--- src/rtl/pes_crc16_sched.sv ---
// pes_crc16_sched: round-robin scheduler sharing one byte-wide CRC16 engine; define PES_CRC16_SCHED_MAXLEN_EN to abort packets longer than MAXLEN
module pes_crc16_sched #(
    parameter int NREQ   = 4,
    parameter int MAXLEN = 64
) (
    input  logic              clk,
    input  logic              rst,
    input  logic [NREQ-1:0]   req_valid,
    input  logic [8*NREQ-1:0] req_data,
    input  logic [NREQ-1:0]   req_last,
    output logic [NREQ-1:0]   req_ready,
    output logic [NREQ-1:0]   grant,
    output logic              eng_load,
    output logic              eng_d_finish,
    output logic [7:0]        eng_crc_in,
    input  logic [7:0]        eng_crc_out,
    output logic              res_valid,
    input  logic              res_ready,
    output logic [15:0]       res_crc,
    output logic [2:0]        res_id,
    output logic              err,
    output logic [2:0]        err_id
);
    localparam int IW = $clog2(NREQ);
    localparam logic [2:0] S_IDLE   = 3'd0;
    localparam logic [2:0] S_INIT   = 3'd1;
    localparam logic [2:0] S_DATA   = 3'd2;
    localparam logic [2:0] S_FIN    = 3'd3;
    localparam logic [2:0] S_CAP_HI = 3'd4;
    localparam logic [2:0] S_CAP_LO = 3'd5;
    localparam logic [2:0] S_DONE   = 3'd6;
    localparam logic [2:0] S_ABORT  = 3'd7;

    if (NREQ < 2 || NREQ > 8 || MAXLEN < 1) begin : g_bad_cfg
        $error("pes_crc16_sched: NREQ must be 2..8 and MAXLEN positive");
    end

    logic [2:0]      state_q, state_d;
    logic [IW-1:0]   ptr_q, ptr_d, g_q, g_d, pick, hi_idx, lo_idx, g_next;
    logic [NREQ-1:0] grant_q, grant_d;
    logic [15:0]     crc_q, crc_d;
    logic            hi_any, lo_any, in_data, g_valid, g_last, over, release_g;

    assign in_data   = state_q == S_DATA;
    assign g_valid   = req_valid[g_q];
    assign g_last    = req_last[g_q];
    assign g_next    = (g_q == IW'(NREQ - 1)) ? '0 : g_q + IW'(1);
    assign req_ready = (in_data && !over) ? grant_q : '0;
    assign grant     = grant_q;
    assign eng_load     = state_q == S_INIT;
    assign eng_d_finish = state_q == S_FIN;
    assign eng_crc_in   = in_data ? req_data[{g_q, 3'b000} +: 8] : 8'h00;
    assign res_valid = state_q == S_DONE;
    assign res_crc   = crc_q;
    assign res_id    = res_valid ? 3'(g_q) : 3'd0;
    assign err       = state_q == S_ABORT;
    assign err_id    = err ? 3'(g_q) : 3'd0;
    assign release_g = err || (res_valid && res_ready);

`ifdef PES_CRC16_SCHED_MAXLEN_EN
    localparam int CW = $clog2(MAXLEN + 2);
    logic [CW-1:0] cnt_q;
    // once MAXLEN bytes are in, any further byte of the packet is refused and the packet aborts
    assign over = in_data && cnt_q == CW'(MAXLEN);
    // bytes accepted in the current packet, saturating at MAXLEN
    always_ff @(posedge clk or negedge rst) begin
        if (!rst) cnt_q <= '0;
        else if (state_q == S_INIT) cnt_q <= '0;
        else if (in_data && g_valid && !over) cnt_q <= cnt_q + CW'(1);
    end
`else
    assign over = 1'b0;
`endif

    // first requester at or after ptr, wrapping; the descending scan leaves the lowest match
    always_comb begin
        hi_any = 1'b0;
        lo_any = 1'b0;
        hi_idx = '0;
        lo_idx = '0;
        for (int i = NREQ - 1; i >= 0; i--) begin
            if (req_valid[i]) begin
                lo_any = 1'b1;
                lo_idx = IW'(i);
                if (IW'(i) >= ptr_q) begin
                    hi_any = 1'b1;
                    hi_idx = IW'(i);
                end
            end
        end
        pick = hi_any ? hi_idx : lo_idx;
    end

    // engine sequencing: load, stream bytes, finish, capture both CRC bytes, hand off result
    always_comb begin
        state_d = state_q;
        ptr_d   = ptr_q;
        g_d     = g_q;
        grant_d = grant_q;
        crc_d   = crc_q;
        case (state_q)
            S_IDLE: if (lo_any) begin
                state_d = S_INIT;
                g_d = pick;
                grant_d = '0;
                grant_d[pick] = 1'b1;
            end
            S_INIT:   state_d = S_DATA;
            S_DATA:   state_d = (!g_valid || over) ? S_ABORT : (g_last ? S_FIN : S_DATA);
            S_FIN:    state_d = S_CAP_HI;
            S_CAP_HI: begin
                crc_d[15:8] = eng_crc_out;
                state_d = S_CAP_LO;
            end
            S_CAP_LO: begin
                crc_d[7:0] = eng_crc_out;
                state_d = S_DONE;
            end
            default: if (release_g) begin
                state_d = S_IDLE;
                ptr_d = g_next;
                grant_d = '0;
            end
        endcase
    end

    // state registers; reset drops any packet in flight without a result or error
    always_ff @(posedge clk or negedge rst) begin
        if (!rst) begin
            state_q <= S_IDLE;
            ptr_q   <= '0;
            g_q     <= '0;
            grant_q <= '0;
            crc_q   <= '0;
        end else begin
            state_q <= state_d;
            ptr_q   <= ptr_d;
            g_q     <= g_d;
            grant_q <= grant_d;
            crc_q   <= crc_d;
        end
    end
endmodule
--- config.mk ---
export PLATFORM = sky130hd
export DESIGN_NAME = pes_crc16_sched
export DESIGN_NICKNAME = d
export VERILOG_FILES = /design/src/rtl/pes_crc16_sched.sv
export SDC_FILE = /design/constraint.sdc
export NUM_CORES = 1
export LEC_CHECK = 0
export BUFFER_PORTS_ARGS = -buffer_cell sky130_fd_sc_hd__buf_2
export CAP_MARGIN = 20
export CORE_UTILIZATION = 45
export CTS_BUF_LIST = sky130_fd_sc_hd__clkbuf_2
export CTS_CLUSTER_SIZE = 30
export DETAILED_ROUTE_END_ITERATION = 10
export HOLD_SLACK_MARGIN = 0.08
export PLACE_DENSITY = 0.94
export SLEW_MARGIN = 25
export SYNTH_ARGS = -nofsm -noshare
export SYNTH_HDL_FRONTEND = slang
export SYNTH_SLANG_ARGS = --single-unit
--- constraint.sdc ---
create_clock -name clk -period 2.16 [get_ports clk]
set_input_delay 0.432 -clock clk [delete_from_list [all_inputs] [get_ports clk]]
set_output_delay 0.432 -clock clk [all_outputs]
set_load 0.03 [all_outputs]
==> results of run 1 <==
[cell families after synthesis]
logic type / Yosys count / share of synthesized area (%)
other: 1 / 0.236
AO/OA/AOI/OAI: 19 / 8.33
AND/OR/NAND/NOR: 46 / 17.1
flip-flops: 27 / 42.5
multiplexers: 27 / 26.2
buffers and inverters: 13 / 4.95
adder cells (fa/ha/maj): 1 / 0.786
[per-layer routing]
metal / GRT usage [%] / vias to the layer above / wire [µm]
met5: 0 / - / 0
met4: 11.1 / 0 / 125
met3: 3.36 / 11 / 391
met2: 41.3 / 81 / 2070
met1: 21.1 / 685 / 1480
li1: - / 677 / -
[flip-flops by register name, indices dropped and copies added, names as in the netlist]
register,flops
ptr_q,2
state_q,3
g_q,2
grant,4
res_crc,16
[what timing repair did]
item	in CTS	in global routing
hold buffers	1	0
gates resized for setup	19	9
hold endpoints to repair	27	0
setup endpoints to repair	12	12
cloned	1	1
pin swaps	0	1
buffers inserted	0	1
[power groups by stage]
| stage | combinational [µW] | clock [µW] | sequential [µW] |
|---|---|---|---|
| 2_1_floorplan | 1090 | 0 | 1230 |
| 3_3_place_gp | 1840 | 0 | 933 |
| 5_1_grt | 2160 | 216 | 984 |
| 6_report | 2010 | 192 | 951 |
| 4_1_cts | 1970 | 202 | 946 |
| 3_5_place_dp | 1880 | 0 | 943 |
[per-stage QoR]
stage	std cells	area (µm²)	worst slack, ns	TNS (ns)	hold WS (ns)
finish	275	2210	-0.0843	-0.260	0.311
global route	275	2210	-0.177	-1.06	0.266
CTS	273	2180	-0.0828	-0.435	0.292
detailed placement	267	2080	0.153	0	0.477
global placement	267	2080	0.246	0	0.459
floorplan	135	1600	0.209	0	0.136
[synth_stat cells, types with 2 or more instances]
cell type	count
dfrtp_1	27
and2_1	17
mux2_2	17
mux4_2	10
nand2_1	6
nand2b_1	5
o31ai_1	5
a21oi_1	4
nand3_1	4
nor2_1	4
buf_2	3
buf_4	3
nor2b_1	3
o21ai_0	3
buf_6	2
clkbuf_1	2
inv_1	2
[worst reg2reg max path: cells and delay by family, from the launching register on]
kind | cells | cell delay (ns)
compound gates | 1 | 0.32
simple gates | 1 | 0.63
flops | 1 | 0.60
[layout make-up]
class / count / area (µm²) / area share (%)
multi-input cells: 96 / 875 / 39.5
flip-flops and latches: 27 / 676 / 30.5
repair buffers: 100 / 579 / 26.2
well taps: 46 / 57.6 / 2.60
clock buffers: 4 / 20.0 / 0.904
inverters: 2 / 7.51 / 0.339
[worst max-delay path by stage]
stage / endpoint / slack, ns / cells past startpoint
6_report: eng_crc_in[1] / -0.08 / 4
5_1_grt: eng_crc_in[4] / -0.18 / 4
4_1_cts: eng_crc_in[1] / -0.08 / 4
2_1_floorplan: eng_crc_in[1] / 0.21 / 4
3_5_place_dp: req_ready[2] / 0.15 / 4
3_3_place_gp: req_ready[2] / 0.25 / 4
==> results.json, run 1 <==
{
  "run_status": "complete, but fails checks",
  "failing_checks": "setup timing",
  "worstHoldPathCells": 2,
  "worstSetupEndpointType": "primary output",
  "timing.reg2reg.setup_slack_ns": 0.54,
  "cts-root-to-sink-buffers": 2,
  "net-switching-power_uw": 1460,
  "power.clock.fraction_pct": 6.1,
  "drc": 0,
  "globalRoute.totalOverflow": 0,
  "core_occupancy_in_the_finished_layout_pct": 65.8,
  "synth_cells": 134,
  "vdd_drop_max_mv": 0.918,
  "power.density_cell_area_nw_per_um2": 1420,
  "core_area_um2": 3360,
  "clk_transition_reported_paths_ns": 0.24,
  "drive_gt1_share_pct": 63.3,
  "max_cap_viol_count": 0,
  "cell_area_after_synthesis_um2": 1590,
  "critical_path.n_buffers_inverters": 2,
  "synth-seq-area-share_pct": 42.5,
  "area_growth_syn_to_layout_pct": 39.2,
  "startpoint": "g_q[0]$_DFFE_PN0P_",
  "cts-root-buf": "clkbuf_2",
  "num-fill-cells": 288,
  "worst_slack_ns": -0.0843,
  "switching_share_pct": 46.2,
  "hp-class": "input port to register",
  "timing.hold.worst.start": "eng_crc_out[3]",
  "grt_max_degree": 28,
  "ys_async_sr_fraction_pct": 100,
  "tightest_slew_ns": 0.597,
  "worstSetupStartpointType": "register",
  "most_common_library_cell_in_the_layout_ignoring_fill_and_taps": "buf_2",
  "n_antenna_cell": 0,
  "p_leak_uw": 0.00111,
  "period_minus_slack_ns": 2.24,
  "report.final.setup_viol": 7,
  "finClkSkew_ns": 0.00313,
  "ys_top_cells_by_area": "dfrtp_1 42%, mux4_2 14%, mux2_2 12%",
  "timing.final.hold_violations": 0,
  "first_global_vias": 1440,
  "synth_largest_type_area_fraction_pct": 42.5,
  "crit_arrival_ns": 1.81,
  "worstSetupPathType": "register to primary output",
  "slew_headroom_pct": 60.2,
  "timing.fmax_ghz": 0.446,
  "ff2ff_path_depth": 2,
  "boundaryPins": 93,
  "row_count": 21,
  "finalNetCount": 282,
  "cell_internal_pwr_uw": 1700,
  "first_iter_violations": 17,
  "slowest_stage": "mux4_2",
  "synth_flop_cell": "dfrtp_1",
  "timing.critical_path.max_delay_family": "multiplexers",
  "fin_crit_sh_pct": 104,
  "regToRegStartpoint": "state_q[0]$_DFFE_PN0P_",
  "start_util_pct": 47.3,
  "most-common-layout-cells": "83 x buf_2, 27 x dfrtp_1, 17 x mux2_2, 10 x and2_1, 10 x mux4_2",
  "tritoncts_buffer_count": 3,
  "crit_path_cell_trace": "buf_6, mux4_2, and2_4, buf_6",
  "yosys_register_bits": 27,
  "critPathMaxStageDelay_ns": 0.53,
  "drt-wirelength-per-cell_um": 14.8,
  "synth_top_area_cell": "dfrtp_1",
  "ant_nets": 0,
  "synthesis.yosys.warnings": 0,
  "antenna_found_initial": 0,
  "grt_pass1_wl_um": 5800,
  "drt_wl_total_um": 4060,
  "cts_tree": "yes",
  "worstSkewPairLatency_ns": 0.34,
  "cp_data_required_time_ns": 1.73,
  "power.combinational.fraction_pct": 63.8,
  "path_common_cell": "buf_6",
  "htreeDepth": 1,
  "synth_edf_count": 0,
  "grt_setup_unrepaired": "yes",
  "die_w_um": 61.5,
  "viasPerCell": 5.29,
  "min_to": "res_crc[11]$_DFFE_PN0P_",
  "die_h_um": 61.5,
  "total_number_of_vias": 1454,
  "crit_path_max_fanout": 5,
  "finalWeightedCongestion": 0.796,
  "finalPower_uw": 3160,
  "synth_unique_cells": 34,
  "io_buffer_count": 90,
  "grt.total_usage_pct": 21.1,
  "final-max-slew-violation-count": 0,
  "drt_first_pass_iters": 4,
  "seq_power_share_pct": 30.1,
  "dieArea_um2": 3780,
  "clock_sinks": 27,
  "worst_r2r_endpoint": "grant[3]$_DFFE_PN0P_",
  "detailed_place_hpwl_um": 3070,
  "syn-mean-instance-area_um2": 11.9
}
(Power assumes the default switching activity.)
==> run 2, diff against run 1 <==
--- a/config.mk
+++ b/config.mk
@@ -5,6 +5,7 @@
 export SDC_FILE = /design/constraint.sdc
 export NUM_CORES = 1
 export LEC_CHECK = 0
+export ABC_AREA = 1
 export BUFFER_PORTS_ARGS = -buffer_cell sky130_fd_sc_hd__buf_2
 export CAP_MARGIN = 20
 export CORE_UTILIZATION = 45
@@ -12,7 +13,7 @@
 export CTS_CLUSTER_SIZE = 30
 export DETAILED_ROUTE_END_ITERATION = 10
 export HOLD_SLACK_MARGIN = 0.08
-export PLACE_DENSITY = 0.94
+export PLACE_DENSITY = 0.93
 export SLEW_MARGIN = 25
 export SYNTH_ARGS = -nofsm -noshare
 export SYNTH_HDL_FRONTEND = slang
==> results.json, run 2 <==
{
  "run_status": "complete, no violations",
  "synth_edf_count": 0,
  "row_count": 21,
  "die_h_um": 63.0,
  "tightest_slew_ns": 0.579,
  "die_w_um": 63.0,
  "cell_area_after_synthesis_um2": 1680,
  "dieArea_um2": 3970,
  "timing.fmax_ghz": 0.490,
  "slowest_stage": "dfrtp_2",
  "most_common_library_cell_in_the_layout_ignoring_fill_and_taps": "buf_2",
  "worst_hold_slack_ns": 0.309,
  "area_growth_syn_to_layout_pct": 33.9,
  "finalNetCount": 393,
  "multi_input_logic_area_um2": 827,
  "total_number_of_vias": 1836,
  "synth_unique_cells": 22,
  "grt.total_usage_pct": 21.5,
  "largest_register_ffs": 16,
  "worstSkewPairLatency_ns": 0.35,
  "synth_flop_cell": "dfrtp_1",
  "ant_nets": 0,
  "drc": 0,
  "report.final.setup_viol": 0,
  "grt_pass1_wl_um": 6980,
  "period_minus_slack_ns": 2.04,
  "timing.final.hold_violations": 0,
  "first_global_vias": 1646,
  "boundaryPins": 93,
  "timing.critical_path.max_delay_family": "flip-flops",
  "worstSetupEndpointType": "primary output",
  "clk_transition_reported_paths_ns": 0.23,
  "worstSetupPathType": "register to primary output",
  "core_occupancy_in_the_finished_layout_pct": 65.2,
  "detailroute.wirelength.met3_um": 355,
  "cts_tree": "yes",
  "critPathMaxStageDelay_ns": 0.50,
  "slew_headroom_pct": 61.4,
  "grt_setup_unrepaired": "yes",
  "worst_slack_ns": 0.120,
  "cts-root-buf": "clkbuf_2",
  "cp_data_required_time_ns": 1.73,
  "tritoncts_buffer_count": 3,
  "vdd_drop_max_mv": 1.06,
  "clock_sinks": 27,
  "worstSetupStartpointType": "register",
  "p_leak_uw": 0.00128,
  "drt-wirelength-per-cell_um": 10.7,
  "synth_top_area_cell": "dfrtp_1",
  "hp-class": "input port to register",
  "synth_cells": 249,
  "yosysMostFrequentCell": "nand2_1",
  "finalWeightedCongestion": 0.809,
  "first_iter_violations": 36,
  "viasPerCell": 4.76,
  "crit_arrival_ns": 1.61,
  "max_cap_viol_count": 0,
  "most-common-layout-cells": "84 x buf_2, 60 x nand2_1, 51 x nor2_1, 29 x inv_1, 27 x o21ai_0",
  "n_antenna_cell": 0,
  "num-fill-cells": 294,
  "io_buffer_count": 90,
  "syn-mean-instance-area_um2": 6.73,
  "critical_path.n_buffers_inverters": 3,
  "yosys_register_bits": 27,
  "synth.top_cells.by_count": "60 x nand2_1, 52 x nor2_1, 31 x inv_1",
  "grt_max_degree": 28,
  "drive_gt1_share_pct": 35.0,
  "antenna_found_initial": 0,
  "detailed_place_hpwl_um": 3100,
  "ys_async_sr_fraction_pct": 100,
  "drt_wl_total_um": 4130,
  "met1Wirelength_um": 1800,
  "fin_crit_sh_pct": 94.4,
  "synth_largest_type_area_fraction_pct": 40.3,
  "finClkSkew_ns": 0.00863,
  "final-max-slew-violation-count": 0,
  "synth-seq-area-share_pct": 40.3,
  "drt_first_pass_iters": 4,
  "cts-root-to-sink-buffers": 2,
  "crit_path_max_fanout": 13,
  "core_area_um2": 3440,
  "dr_wl_met2_um": 1960,
  "power.density_cell_area_nw_per_um2": 1410,
  "start_util_pct": 48.7,
  "htreeDepth": 1,
  "route.top_layer_used": "met4",
  "crit_path_cell_trace": "inv_1, nand2_1, nor2_4, inv_4, a21oi_1, buf_4",
  "ys_top_cells_by_area": "dfrtp_1 40%, nand2_1 13%, nor2_1 12%",
  "preCtsSetupSlack_ns": 0.301,
  "synthesis.yosys.warnings": 0,
  "globalRoute.totalOverflow": 0,
  "seq_area_um2": 678
}
run 2: cells by family (layout without fill, tap and decap cells):
logic type / Yosys count / in the layout / share of synthesized area [%]
buffers and inverters: 43 / 133 / 11.0
adder cells (fa/ha/maj): 1 / 1 / 0.747
AND/OR/NAND/NOR: 128 / 128 / 30.5
flip-flops: 27 / 27 / 40.3
AO/OA/AOI/OAI: 49 / 49 / 17.3
other: 1 / 2 / 0.224
run 2: worst paths after layout:
path	startpoint	to	slack, ns	cells after the start
max	state_q[2]$_DFFE_PN0P_	eng_crc_in[4]	0.12	6
min	eng_crc_out[1]	res_crc[1]$_DFFE_PN0P_	0.31	3
max reg2reg	g_q[0]$_DFFE_PN0P_	state_q[0]$_DFFE_PN0P_	0.69	10
min reg2reg	res_crc[0]$_DFFE_PN0P_	res_crc[0]$_DFFE_PN0P_	0.52	2
max in group asynchronous	rst	state_q[2]$_DFFE_PN0P_	1.18	2
min in group asynchronous	rst	res_crc[6]$_DFFE_PN0P_	0.57	2
run 2: area by class of cell:
type	count	area share (%)
Clock buffer	3	0.669
Timing Repair inverter	1	0.335
Timing Repair Buffer	96	23.4
Multi-Input combinational cell	180	36.9
Tap cell	46	2.57
Sequential cell	27	30.2
Inverter	32	5.69
Clock inverter	1	0.223
run 2: worst min-delay path, cell delays in order:
cell     delay [ns]
buf_2          0.09
inv_1          0.07
o21ai_2        0.06
run 2: metrics by stage:
step                std cells  total power (µW)  setup TNS (ns)  cell area [µm²]
detailed placement        378              2880               0             2150
CTS                       383              3090               0             2180
floorplan                 250              2370               0             1680
global route              386              3450         -0.0780             2240
finish                    386              3170               0             2240
global placement          378              2830               0             2150
run 2: power by group:
group | internal (µW) | leakage (µW) | switching [µW] | total (µW)
clock network | 42.0 | 0.0000164 | 144 | 186
logic | 663 | 0.000929 | 1400 | 2070
registers | 744 | 0.000334 | 174 | 918
run 2: timing repair:
action | 4_1_cts | 5_1_grt
cloned | 0 | 1
pin swaps | 0 | 0
gates resized for setup | 4 | 19
hold endpoints to repair | 27 | 0
buffers inserted | 0 | 2
endpoints found under the setup margin | 12 | 12
hold buffers | 1 | 0
run 2: layer usage:
layer	track usage [%]	vias to the layer above
li1	-	953
met1	26.3	795
met2	38.7	86
met3	4.20	2
met4	4.36	0
met5	0	-
